### config.mk
export PLATFORM = sky130hd
export DESIGN_NAME = reservation_station_flat
export DESIGN_NICKNAME = d
export VERILOG_FILES = /design/src/rtl/reservation_station_if.sv /design/src/rtl/reservation_station.sv /design/src/flat_wrapper.sv
export SDC_FILE = /design/constraint.sdc
export NUM_CORES = 2
export LEC_CHECK = 0
export ABC_CLOCK_PERIOD_IN_PS = 5650
export BUFFER_PORTS_ARGS = -buffer_cell sky130_fd_sc_hd__buf_4
export CELL_PAD_IN_SITES_DETAIL_PLACEMENT = 0
export CELL_PAD_IN_SITES_GLOBAL_PLACEMENT = 2
export CORE_UTILIZATION = 42
export DETAILED_ROUTE_END_ITERATION = 6
export PLACE_DENSITY_LB_ADDON = 0.1
export SLEW_MARGIN = 10
export SYNTH_ARGS = -nofsm -noshare
export SYNTH_HDL_FRONTEND = slang
export SYNTH_SLANG_ARGS = --single-unit
### constraint.sdc
create_clock -name clk -period 5.65 [get_ports clk]
set_clock_uncertainty 0.05 [all_clocks]
set_input_delay 0.565 -clock clk [delete_from_list [all_inputs] [get_ports clk]]
set_output_delay 0.565 -clock clk [all_outputs]
set_load 0.05 [all_outputs]
### src/rtl/reservation_station_if.sv
// Issue, common-data-bus and ALU-dispatch signals of the reservation station,
// grouped so the decoder/CDB side and the station side share one bundle.
interface reservation_station_if #(
    parameter int ROB_W = 4
);
    logic             issue_valid;
    logic [31:0]      issue_instr;
    logic [6:0]       issue_type;
    logic [2:0]       issue_op;
    logic [31:0]      issue_pc;
    logic [31:0]      issue_imm;
    logic [31:0]      issue_val1;
    logic [31:0]      issue_val2;
    logic             issue_dep1;
    logic             issue_dep2;
    logic [ROB_W-1:0] issue_tag1;
    logic [ROB_W-1:0] issue_tag2;
    logic [ROB_W-1:0] issue_rob_id;

    logic             cdb_alu_valid;
    logic [ROB_W-1:0] cdb_alu_tag;
    logic [31:0]      cdb_alu_value;
    logic             cdb_lsb_valid;
    logic [ROB_W-1:0] cdb_lsb_tag;
    logic [31:0]      cdb_lsb_value;

    logic             rs_full;

    logic             alu_valid;
    logic [6:0]       alu_type;
    logic [2:0]       alu_op;
    logic             alu_f7;
    logic [31:0]      alu_val1;
    logic [31:0]      alu_val2;
    logic [31:0]      alu_pc;
    logic [31:0]      alu_imm;
    logic [ROB_W-1:0] alu_rob_id;

    modport master (
        output issue_valid, issue_instr, issue_type, issue_op, issue_pc, issue_imm,
               issue_val1, issue_val2, issue_dep1, issue_dep2, issue_tag1, issue_tag2,
               issue_rob_id,
               cdb_alu_valid, cdb_alu_tag, cdb_alu_value,
               cdb_lsb_valid, cdb_lsb_tag, cdb_lsb_value,
        input  rs_full,
               alu_valid, alu_type, alu_op, alu_f7, alu_val1, alu_val2, alu_pc,
               alu_imm, alu_rob_id
    );

    modport slave (
        input  issue_valid, issue_instr, issue_type, issue_op, issue_pc, issue_imm,
               issue_val1, issue_val2, issue_dep1, issue_dep2, issue_tag1, issue_tag2,
               issue_rob_id,
               cdb_alu_valid, cdb_alu_tag, cdb_alu_value,
               cdb_lsb_valid, cdb_lsb_tag, cdb_lsb_value,
        output rs_full,
               alu_valid, alu_type, alu_op, alu_f7, alu_val1, alu_val2, alu_pc,
               alu_imm, alu_rob_id
    );
endinterface

### src/rtl/reservation_station.sv
// Reservation station: buffers ALU-bound instructions until both operands are
// known, snoops the ALU and LSB result buses, and dispatches one ready entry
// per cycle (lowest index first). rs_full looks one issue ahead because the
// decoder registers its issue a cycle after sampling it.
module reservation_station #(
    parameter int RS_SIZE  = 8,
    parameter int RS_IDX_W = 3,
    parameter int ROB_W    = 4
) (
    input  logic clk,
    input  logic rst,
    input  logic rdy,
    input  logic rob_clear,
    reservation_station_if.slave bus
);
    localparam logic [6:0] OP_LUI   = 7'b0110111;
    localparam logic [6:0] OP_AUIPC = 7'b0010111;
    localparam logic [6:0] OP_JAL   = 7'b1101111;
    localparam logic [6:0] OP_JALR  = 7'b1100111;
    localparam logic [6:0] OP_B     = 7'b1100011;
    localparam logic [6:0] OP_I     = 7'b0010011;
    localparam logic [6:0] OP_R     = 7'b0110011;
    localparam logic [RS_IDX_W+1:0] FULL_MARK = (RS_IDX_W+2)'(RS_SIZE);

    typedef struct packed {
        logic [6:0]       kind;
        logic [2:0]       op;
        logic             f7;
        logic [31:0]      val1;
        logic [31:0]      val2;
        logic [31:0]      pc;
        logic [31:0]      imm;
        logic             dep1;
        logic             dep2;
        logic [ROB_W-1:0] tag1;
        logic [ROB_W-1:0] tag2;
        logic [ROB_W-1:0] rob_id;
    } entry_t;

    entry_t                entries [RS_SIZE];
    logic [RS_SIZE-1:0]    busy;
    logic [RS_IDX_W:0]     occupied;

    logic                  rs_bound;
    logic                  accept;
    logic [RS_SIZE-1:0]    ready;
    logic                  disp_found;
    logic [RS_IDX_W-1:0]   disp_idx;
    logic [RS_SIZE-1:0]    free_post;
    logic                  alloc_found;
    logic [RS_IDX_W-1:0]   alloc_idx;
    entry_t                incoming;
    logic                  unused_instr_bits;

    assign unused_instr_bits = ^{bus.issue_instr[31], bus.issue_instr[29:0]};

    // Only ALU-class opcodes belong here; loads and stores go to the LSB.
    always_comb begin
        case (bus.issue_type)
            OP_LUI, OP_AUIPC, OP_JAL, OP_JALR, OP_B, OP_I, OP_R: rs_bound = 1'b1;
            default:                                             rs_bound = 1'b0;
        endcase
    end

    assign accept      = bus.issue_valid && rs_bound;
    assign bus.rs_full = ({1'b0, occupied} + (RS_IDX_W+2)'(accept)) >= FULL_MARK;

    // Pick the lowest-index ready entry, then the lowest free slot once that
    // dispatch is accounted for, so a freed slot is reusable at the same edge.
    always_comb begin
        ready       = '0;
        disp_found  = 1'b0;
        disp_idx    = '0;
        alloc_found = 1'b0;
        alloc_idx   = '0;
        for (int i = RS_SIZE - 1; i >= 0; i--) begin
            ready[i] = busy[i] && !entries[i].dep1 && !entries[i].dep2;
            if (ready[i]) begin
                disp_found = 1'b1;
                disp_idx   = RS_IDX_W'(i);
            end
        end
        free_post = ~busy;
        if (disp_found) free_post[disp_idx] = 1'b1;
        for (int i = RS_SIZE - 1; i >= 0; i--) begin
            if (free_post[i]) begin
                alloc_found = 1'b1;
                alloc_idx   = RS_IDX_W'(i);
            end
        end
    end

    // Build the entry to be written, capturing any operand broadcast this very
    // cycle so it never waits for a result already gone past (ALU bus first).
    always_comb begin
        incoming.kind   = bus.issue_type;
        incoming.op     = bus.issue_op;
        incoming.f7     = bus.issue_instr[30];
        incoming.pc     = bus.issue_pc;
        incoming.imm    = bus.issue_imm;
        incoming.tag1   = bus.issue_tag1;
        incoming.tag2   = bus.issue_tag2;
        incoming.rob_id = bus.issue_rob_id;
        incoming.val1   = bus.issue_val1;
        incoming.dep1   = bus.issue_dep1;
        incoming.val2   = bus.issue_val2;
        incoming.dep2   = bus.issue_dep2;
        if (bus.issue_dep1) begin
            if (bus.cdb_alu_valid && bus.cdb_alu_tag == bus.issue_tag1) begin
                incoming.val1 = bus.cdb_alu_value;
                incoming.dep1 = 1'b0;
            end else if (bus.cdb_lsb_valid && bus.cdb_lsb_tag == bus.issue_tag1) begin
                incoming.val1 = bus.cdb_lsb_value;
                incoming.dep1 = 1'b0;
            end
        end
        if (bus.issue_dep2) begin
            if (bus.cdb_alu_valid && bus.cdb_alu_tag == bus.issue_tag2) begin
                incoming.val2 = bus.cdb_alu_value;
                incoming.dep2 = 1'b0;
            end else if (bus.cdb_lsb_valid && bus.cdb_lsb_tag == bus.issue_tag2) begin
                incoming.val2 = bus.cdb_lsb_value;
                incoming.dep2 = 1'b0;
            end
        end
    end

    // Entry storage, CDB wakeup, dispatch register and occupancy count.
    always_ff @(posedge clk) begin
        if (rst) begin
            busy           <= '0;
            occupied       <= '0;
            bus.alu_valid  <= 1'b0;
            bus.alu_type   <= '0;
            bus.alu_op     <= '0;
            bus.alu_f7     <= 1'b0;
            bus.alu_val1   <= '0;
            bus.alu_val2   <= '0;
            bus.alu_pc     <= '0;
            bus.alu_imm    <= '0;
            bus.alu_rob_id <= '0;
            for (int i = 0; i < RS_SIZE; i++) entries[i] <= '0;
        end else if (rdy) begin
            if (rob_clear) begin
                busy          <= '0;
                occupied      <= '0;
                bus.alu_valid <= 1'b0;
            end else begin
                for (int i = 0; i < RS_SIZE; i++) begin
                    if (busy[i] && entries[i].dep1) begin
                        if (bus.cdb_alu_valid && bus.cdb_alu_tag == entries[i].tag1) begin
                            entries[i].val1 <= bus.cdb_alu_value;
                            entries[i].dep1 <= 1'b0;
                        end else if (bus.cdb_lsb_valid && bus.cdb_lsb_tag == entries[i].tag1) begin
                            entries[i].val1 <= bus.cdb_lsb_value;
                            entries[i].dep1 <= 1'b0;
                        end
                    end
                    if (busy[i] && entries[i].dep2) begin
                        if (bus.cdb_alu_valid && bus.cdb_alu_tag == entries[i].tag2) begin
                            entries[i].val2 <= bus.cdb_alu_value;
                            entries[i].dep2 <= 1'b0;
                        end else if (bus.cdb_lsb_valid && bus.cdb_lsb_tag == entries[i].tag2) begin
                            entries[i].val2 <= bus.cdb_lsb_value;
                            entries[i].dep2 <= 1'b0;
                        end
                    end
                end
                if (disp_found) begin
                    busy[disp_idx] <= 1'b0;
                    bus.alu_valid  <= 1'b1;
                    bus.alu_type   <= entries[disp_idx].kind;
                    bus.alu_op     <= entries[disp_idx].op;
                    bus.alu_f7     <= entries[disp_idx].f7;
                    bus.alu_val1   <= entries[disp_idx].val1;
                    bus.alu_val2   <= entries[disp_idx].val2;
                    bus.alu_pc     <= entries[disp_idx].pc;
                    bus.alu_imm    <= entries[disp_idx].imm;
                    bus.alu_rob_id <= entries[disp_idx].rob_id;
                end else begin
                    bus.alu_valid <= 1'b0;
                end
                if (accept && alloc_found) begin
                    entries[alloc_idx] <= incoming;
                    busy[alloc_idx]    <= 1'b1;
                end
                occupied <= occupied + (RS_IDX_W+1)'(accept && alloc_found)
                                     - (RS_IDX_W+1)'(disp_found);
            end
        end
    end
endmodule

### src/flat_wrapper.sv
// flat-port wrapper written by rule: the top's interface ports become plain ports
module reservation_station_flat 
#(
    parameter int RS_SIZE  = 8,
    parameter int RS_IDX_W = 3,
    parameter int ROB_W    = 4
)
  (clk, rst, rdy, rob_clear, bus_issue_valid, bus_issue_instr, bus_issue_type, bus_issue_op, bus_issue_pc, bus_issue_imm, bus_issue_val1, bus_issue_val2, bus_issue_dep1, bus_issue_dep2, bus_issue_tag1, bus_issue_tag2, bus_issue_rob_id, bus_cdb_alu_valid, bus_cdb_alu_tag, bus_cdb_alu_value, bus_cdb_lsb_valid, bus_cdb_lsb_tag, bus_cdb_lsb_value, bus_rs_full, bus_alu_valid, bus_alu_type, bus_alu_op, bus_alu_f7, bus_alu_val1, bus_alu_val2, bus_alu_pc, bus_alu_imm, bus_alu_rob_id);
  reservation_station_if #(.ROB_W(ROB_W)) bus_i ();
  input  logic clk;
  input  logic rst;
  input  logic rdy;
  input  logic rob_clear;
  input wire logic [$bits(bus_i.issue_valid)-1:0] bus_issue_valid;
  input wire logic [$bits(bus_i.issue_instr)-1:0] bus_issue_instr;
  input wire logic [$bits(bus_i.issue_type)-1:0] bus_issue_type;
  input wire logic [$bits(bus_i.issue_op)-1:0] bus_issue_op;
  input wire logic [$bits(bus_i.issue_pc)-1:0] bus_issue_pc;
  input wire logic [$bits(bus_i.issue_imm)-1:0] bus_issue_imm;
  input wire logic [$bits(bus_i.issue_val1)-1:0] bus_issue_val1;
  input wire logic [$bits(bus_i.issue_val2)-1:0] bus_issue_val2;
  input wire logic [$bits(bus_i.issue_dep1)-1:0] bus_issue_dep1;
  input wire logic [$bits(bus_i.issue_dep2)-1:0] bus_issue_dep2;
  input wire logic [$bits(bus_i.issue_tag1)-1:0] bus_issue_tag1;
  input wire logic [$bits(bus_i.issue_tag2)-1:0] bus_issue_tag2;
  input wire logic [$bits(bus_i.issue_rob_id)-1:0] bus_issue_rob_id;
  input wire logic [$bits(bus_i.cdb_alu_valid)-1:0] bus_cdb_alu_valid;
  input wire logic [$bits(bus_i.cdb_alu_tag)-1:0] bus_cdb_alu_tag;
  input wire logic [$bits(bus_i.cdb_alu_value)-1:0] bus_cdb_alu_value;
  input wire logic [$bits(bus_i.cdb_lsb_valid)-1:0] bus_cdb_lsb_valid;
  input wire logic [$bits(bus_i.cdb_lsb_tag)-1:0] bus_cdb_lsb_tag;
  input wire logic [$bits(bus_i.cdb_lsb_value)-1:0] bus_cdb_lsb_value;
  output wire logic [$bits(bus_i.rs_full)-1:0] bus_rs_full;
  output wire logic [$bits(bus_i.alu_valid)-1:0] bus_alu_valid;
  output wire logic [$bits(bus_i.alu_type)-1:0] bus_alu_type;
  output wire logic [$bits(bus_i.alu_op)-1:0] bus_alu_op;
  output wire logic [$bits(bus_i.alu_f7)-1:0] bus_alu_f7;
  output wire logic [$bits(bus_i.alu_val1)-1:0] bus_alu_val1;
  output wire logic [$bits(bus_i.alu_val2)-1:0] bus_alu_val2;
  output wire logic [$bits(bus_i.alu_pc)-1:0] bus_alu_pc;
  output wire logic [$bits(bus_i.alu_imm)-1:0] bus_alu_imm;
  output wire logic [$bits(bus_i.alu_rob_id)-1:0] bus_alu_rob_id;
  assign bus_i.issue_valid = bus_issue_valid;
  assign bus_i.issue_instr = bus_issue_instr;
  assign bus_i.issue_type = bus_issue_type;
  assign bus_i.issue_op = bus_issue_op;
  assign bus_i.issue_pc = bus_issue_pc;
  assign bus_i.issue_imm = bus_issue_imm;
  assign bus_i.issue_val1 = bus_issue_val1;
  assign bus_i.issue_val2 = bus_issue_val2;
  assign bus_i.issue_dep1 = bus_issue_dep1;
  assign bus_i.issue_dep2 = bus_issue_dep2;
  assign bus_i.issue_tag1 = bus_issue_tag1;
  assign bus_i.issue_tag2 = bus_issue_tag2;
  assign bus_i.issue_rob_id = bus_issue_rob_id;
  assign bus_i.cdb_alu_valid = bus_cdb_alu_valid;
  assign bus_i.cdb_alu_tag = bus_cdb_alu_tag;
  assign bus_i.cdb_alu_value = bus_cdb_alu_value;
  assign bus_i.cdb_lsb_valid = bus_cdb_lsb_valid;
  assign bus_i.cdb_lsb_tag = bus_cdb_lsb_tag;
  assign bus_i.cdb_lsb_value = bus_cdb_lsb_value;
  assign bus_rs_full = bus_i.rs_full;
  assign bus_alu_valid = bus_i.alu_valid;
  assign bus_alu_type = bus_i.alu_type;
  assign bus_alu_op = bus_i.alu_op;
  assign bus_alu_f7 = bus_i.alu_f7;
  assign bus_alu_val1 = bus_i.alu_val1;
  assign bus_alu_val2 = bus_i.alu_val2;
  assign bus_alu_pc = bus_i.alu_pc;
  assign bus_alu_imm = bus_i.alu_imm;
  assign bus_alu_rob_id = bus_i.alu_rob_id;
  reservation_station #(.RS_SIZE(RS_SIZE), .RS_IDX_W(RS_IDX_W), .ROB_W(ROB_W)) u_core (.clk(clk), .rst(rst), .rdy(rdy), .rob_clear(rob_clear), .bus(bus_i));
endmodule
# Word-level counts from Yosys, hierarchy flattened
# Memories as Yosys holds them, arrays and structs flattened. A register that Yosys moved wholly into a read port is not among the register bits.
# Index checks and enable logic that the tools add are counted.
# word_totals
reg_bits	13
ramBits	1224
input_bits	263
word_cells	553
memories	1
# memory_table
name	depth	width	rd	rd_ports_with_merged_regs	write_ports	line	rtl
u_core.entries	8	153	9	1	9	reservation_station.sv:40	entry_t entries [RS_SIZE];
# op_classes
addsub	3
n_lt_le_gt_ge	5
eq_ne	43
n_mux	338
n_bitwise	70
n_reduce_logical	90
# ops
operator	n
32-bit two-way mux	38
1-bit two-way mux	274
4-bit equality test	36
1-bit logical AND	72
1-bit bitwise OR	64
8-bit two-way mux	7
3-bit two-way mux	16
7-bit equality test, second input constant	3
1-bit logical NOT	16
8-bit NOT	2
8-bit bitwise OR	2
7-bit by 5-bit equality test with 1-bit output, second input constant	2
7-bit by 6-bit equality test with 1-bit output, second input constant	2
8-bit bitwise AND	1
3-bit by 4-bit less-than comparator with 1-bit output, second input constant	2
7-bit OR reduction	1
1-bit demux with 3-bit select	2
3-bit by 1-bit >= comparator with 1-bit output, second input constant	2
4-bit by 1-bit adder with 5-bit output	1
5-bit by 4-bit >= comparator with 1-bit output, second input constant	1
4-bit by 1-bit adder with 4-bit output	1
4-bit two-way mux	1
4-bit by 1-bit subtractor with 4-bit output	1
3-bit AND reduction	1
1-bit NOT	1

# Longest topological paths before layout
# An unclocked memory read counts as a cell.
# logic_depth
ltp_word	33
depth_mapped	13
depth_no_buf	12

# Least setup slack after synthesis
# No wires, ideal clock.
# synth_path
path_kind	input port to flip-flop
startpoint	input port rdy
endpoint	memory u_core.entries[5][0] in the netlist's numbering, enable pin
setup_ns	0.448
t_arrival_ns	4.431
required_ns	5.152
slack_ns	0.721
cell_stages	10
path_buffers	4
path_cell_list	nor2b_1 -> clkbuf_1 -> nand2_1 -> or4_1 -> a211o_1 -> or3_1 -> buf_2 -> buf_2 -> buf_2 -> nand2_1
# synth_rtl
item	line	rtl
start, declared	flat_wrapper.sv:12	input logic rdy;
end, declared	reservation_station.sv:40	

==> flow_summary.json <==
{
  "status": "finished, final reports clean",
  "die_x_um": 409,
  "synthCells": 6009,
  "gr-total-overflow": 0,
  "synth.distinct_cells": 72,
  "core_um2": 164000,
  "nNetsFinal": 6309,
  "max_slew_margin_pct": 18.1,
  "critPathMaxFanout": 33,
  "final_cell_area_um2": 79500,
  "worst_slack_ps": 731,
  "leakage_uw": 0.0299,
  "cts_setup_buffers": 0,
  "drc": 0,
  "drive_gt1_share_pct": 16.1,
  "drtPass1Iterations": 6,
  "worst_r2r_endpoint": "u_core.entries[7][141]$_DFFE_PP_",
  "ys_seq_elements": 1380,
  "io_pins": 408,
  "start_util_pct": 42.5,
  "cts.path.max_buffers": 3,
  "vias_per_cell": 6.53,
  "layout_common_cells": "edfxtp_1 (1224), buf_4 (518), nand2_1 (465), mux2i_1 (459), and3_1 (370)",
  "antenna_found_initial": 17,
  "async_flop_share_pct": 0,
  "area_growth_pct": 14.5,
  "vdd_drop_max_mv": 0.351,
  "timing.fmax_mhz": 203,
  "io_buffers": 376,
  "maxSlewViolCount": 0,
  "yosys_warnings": 0,
  "hold_viol": 0,
  "die_h_um": 409,
  "crit_required_ps": 6210,
  "layout_min_cycle_time_ps": 4920,
  "rows": 148,
  "place_ws_ps": 866,
  "first_global_vias": 53100,
  "fin_crit_sh_pct": 87.1,
  "ys.flop_type": "edfxtp_1",
  "cts_tree": "done",
  "arrival_ps": 5480,
  "cts_inserted_buffers": 158,
  "vias": 54500,
  "tightest_slew_ps": 1230,
  "rsz0062_at_grt": "no",
  "cp-end-kind": "flop",
  "syn-cell-area_um2": 69400,
  "antenna_left": 0,
  "postSynthAreaPerCell_um2": 11.6,
  "critPathLaunchType": "flop",
  "clock-root-buffer": "clkbuf_16",
  "utilization_pct": 48.6,
  "setup-violations-final": 0,
  "htree_levels": 4,
  "grt_pass1_wl_um": 404000,
  "critical_path.endpoint": "u_core.entries[7][141]$_DFFE_PP_",
  "grt_max_degree": 157,
  "syn_nets": 6281,
  "r2r_setup_slack_ps": 730,
  "hpwl_um": 155000,
  "finalSetupTns_ps": 0,
  "placed_cell_area_um2": 74500,
  "insertion_delay_ps": 800,
  "drv_cap": 0,
  "wl_per_cell_um": 34.7,
  "post_cts_resized": 0,
  "clock-sinks": 1380,
  "p_per_area_nw_per_um2": 288,
  "reg2regPathDepth": 12,
  "grt_usage_pct": 33.7,
  "yosysSeqAreaShare_pct": 57.4,
  "drt-total-wl_um": 290000,
  "hold_path_class": "input port to flop",
  "drt_iter0_drc": 6510,
  "final_common_cell": "edfxtp_1",
  "timing.rr.start": "u_core.busy[2]$_SDFFE_PP0P_",
  "path_class": "flop to flop",
  "die_area_um2": 167000,
  "cts_hold_buf": 8,
  "clk_transition_reported_paths_ps": 60,
  "place_congestion": 0.862,
  "synth_edf_count": 1224,
  "crit_start": "u_core.busy[2]$_SDFFE_PP0P_",
  "holdWs_ps": 54.9
}
-- area by class of cell --
| class | count | area (um^2) |
|---|---|---|
| Sequential cell | 1380 | 39900 |
| Antenna cell | 5 | 12.5 |
| Fill cell | 14600 | 84000 |
| Timing Repair Buffer | 563 | 4700 |
| Multi-Input combinational cell | 3903 | 27100 |
| Clock buffer | 226 | 4410 |
| Inverter | 31 | 131 |
| Tap cell | 2175 | 2720 |
| Clock inverter | 62 | 484 |
-- report_power, final --
part / internal [uW] / switching (uW) / total, uW
Sequential: 11400 / 109 / 11500
Combinational: 398 / 965 / 1360
Clock: 5620 / 4350 / 9970
Total: 17500 / 5430 / 22900
-- logic make-up (layout without fill, tap and decap cells) --
group           Yosys count  in the layout  synth area share [%]
simple gates           1643           1643                  12.4
compound gates         1570           1570                  16.0
flops                  1380           1380                  57.4
buf+inv                 726            882                  4.25
mux                     535            535                  7.85
xor+xnor                146            146                  1.84
fa+ha+maj                 9              9                 0.173
other cells               0              5                     0
-- per-layer routing --
metal	part of all wire [%]	up-vias	GRT usage, %
met1	40	27700	44.4
met3	8.8	692	6.01
met4	4.8	14	15.7
met5	0.030	-	0
li1	-	23100	-
met2	46	3065	53.8
-- worst min-delay path by stage --
stage	start	to	slack (ps)	cells after the start
2_1_floorplan	u_core.occupied[0]$_SDFFE_PP0P_	u_core.occupied[0]$_SDFFE_PP0P_	440	2
3_3_place_gp	u_core.bus.alu_valid$_SDFFE_PP0P_	u_core.bus.alu_valid$_SDFFE_PP0P_	430	2
3_5_place_dp	u_core.bus.alu_valid$_SDFFE_PP0P_	u_core.bus.alu_valid$_SDFFE_PP0P_	430	2
4_1_cts	bus_issue_imm[1]	u_core.entries[3][15]$_SDFFCE_PN0P_	0.5	2
5_1_grt	bus_issue_imm[28]	u_core.entries[4][42]$_SDFFCE_PN0P_	30	2
6_report	bus_issue_imm[30]	u_core.entries[5][44]$_SDFFCE_PN0P_	50	2
-- critical path, stage by stage (launching register included) --
cell and delay [ps]:
dfxtp_1 300, buf_4 150, or3b_1 360, nand2_1 240, o31ai_4 850, buf_4 470
a211o_1 300, nor4_4 90, nand2_2 280, buf_4 660, inv_2 360, buf_12 290
o31ai_1 270
-- cell usage after synthesis (9+ instances only) --
cell type / count / area [um^2]
o22ai_1: 352 / 2200
o21ai_0: 177 / 886
nand3_1: 48 / 240
xor2_1: 62 / 543
buf_2: 99 / 495
nand4_1: 14 / 87.6
nand2_1: 479 / 1800
buf_4: 17 / 128
edfxtp_1: 1224 / 36800
a22oi_1: 195 / 1460
inv_1: 25 / 93.8
o211ai_1: 47 / 353
o31ai_1: 65 / 488
xnor2_1: 84 / 736
and2_1: 342 / 2140
clkbuf_1: 495 / 1860
or3b_1: 34 / 298
mux2_2: 76 / 856
a221oi_1: 101 / 885
nor2_1: 229 / 860
nand3b_1: 34 / 255
buf_1: 76 / 285
mux2i_1: 459 / 4590
a21oi_1: 217 / 1090
o31a_1: 79 / 692
o22a_1: 32 / 280
o221a_2: 47 / 529
and3_1: 372 / 2330
a221o_1: 32 / 320
a22o_1: 22 / 193
nor4_1: 10 / 62.6
o2bb2ai_1: 75 / 657
a222oi_1: 46 / 460
nor3_1: 38 / 190
or3_1: 9 / 56.3
o21bai_1: 32 / 240
a311oi_1: 22 / 193
dfxtp_1: 156 / 3120
-- state kept, by name, indices dropped and copies added, names as in the netlist --
name	flops
u_core.bus.alu_valid	1
u_core.bus.alu_f7	1
u_core.bus.alu_val1	32
u_core.bus.alu_type	7
u_core.bus.alu_rob_id	4
u_core.occupied	4
u_core.bus.alu_op	3
u_core.busy	8
u_core.bus.alu_imm	32
u_core.bus.alu_pc	32
u_core.bus.alu_val2	32
u_core.entries	1224
-- per-stage QoR --
stage | power, uW | std cells
floorplan | 12400 | 6009
global placement | 13100 | 8044
detailed placement | 13100 | 8044
CTS | 22900 | 8340
global route | 23400 | 8344
finish | 22900 | 8345
No activity file was read; power rests on OpenSTA's default activity.
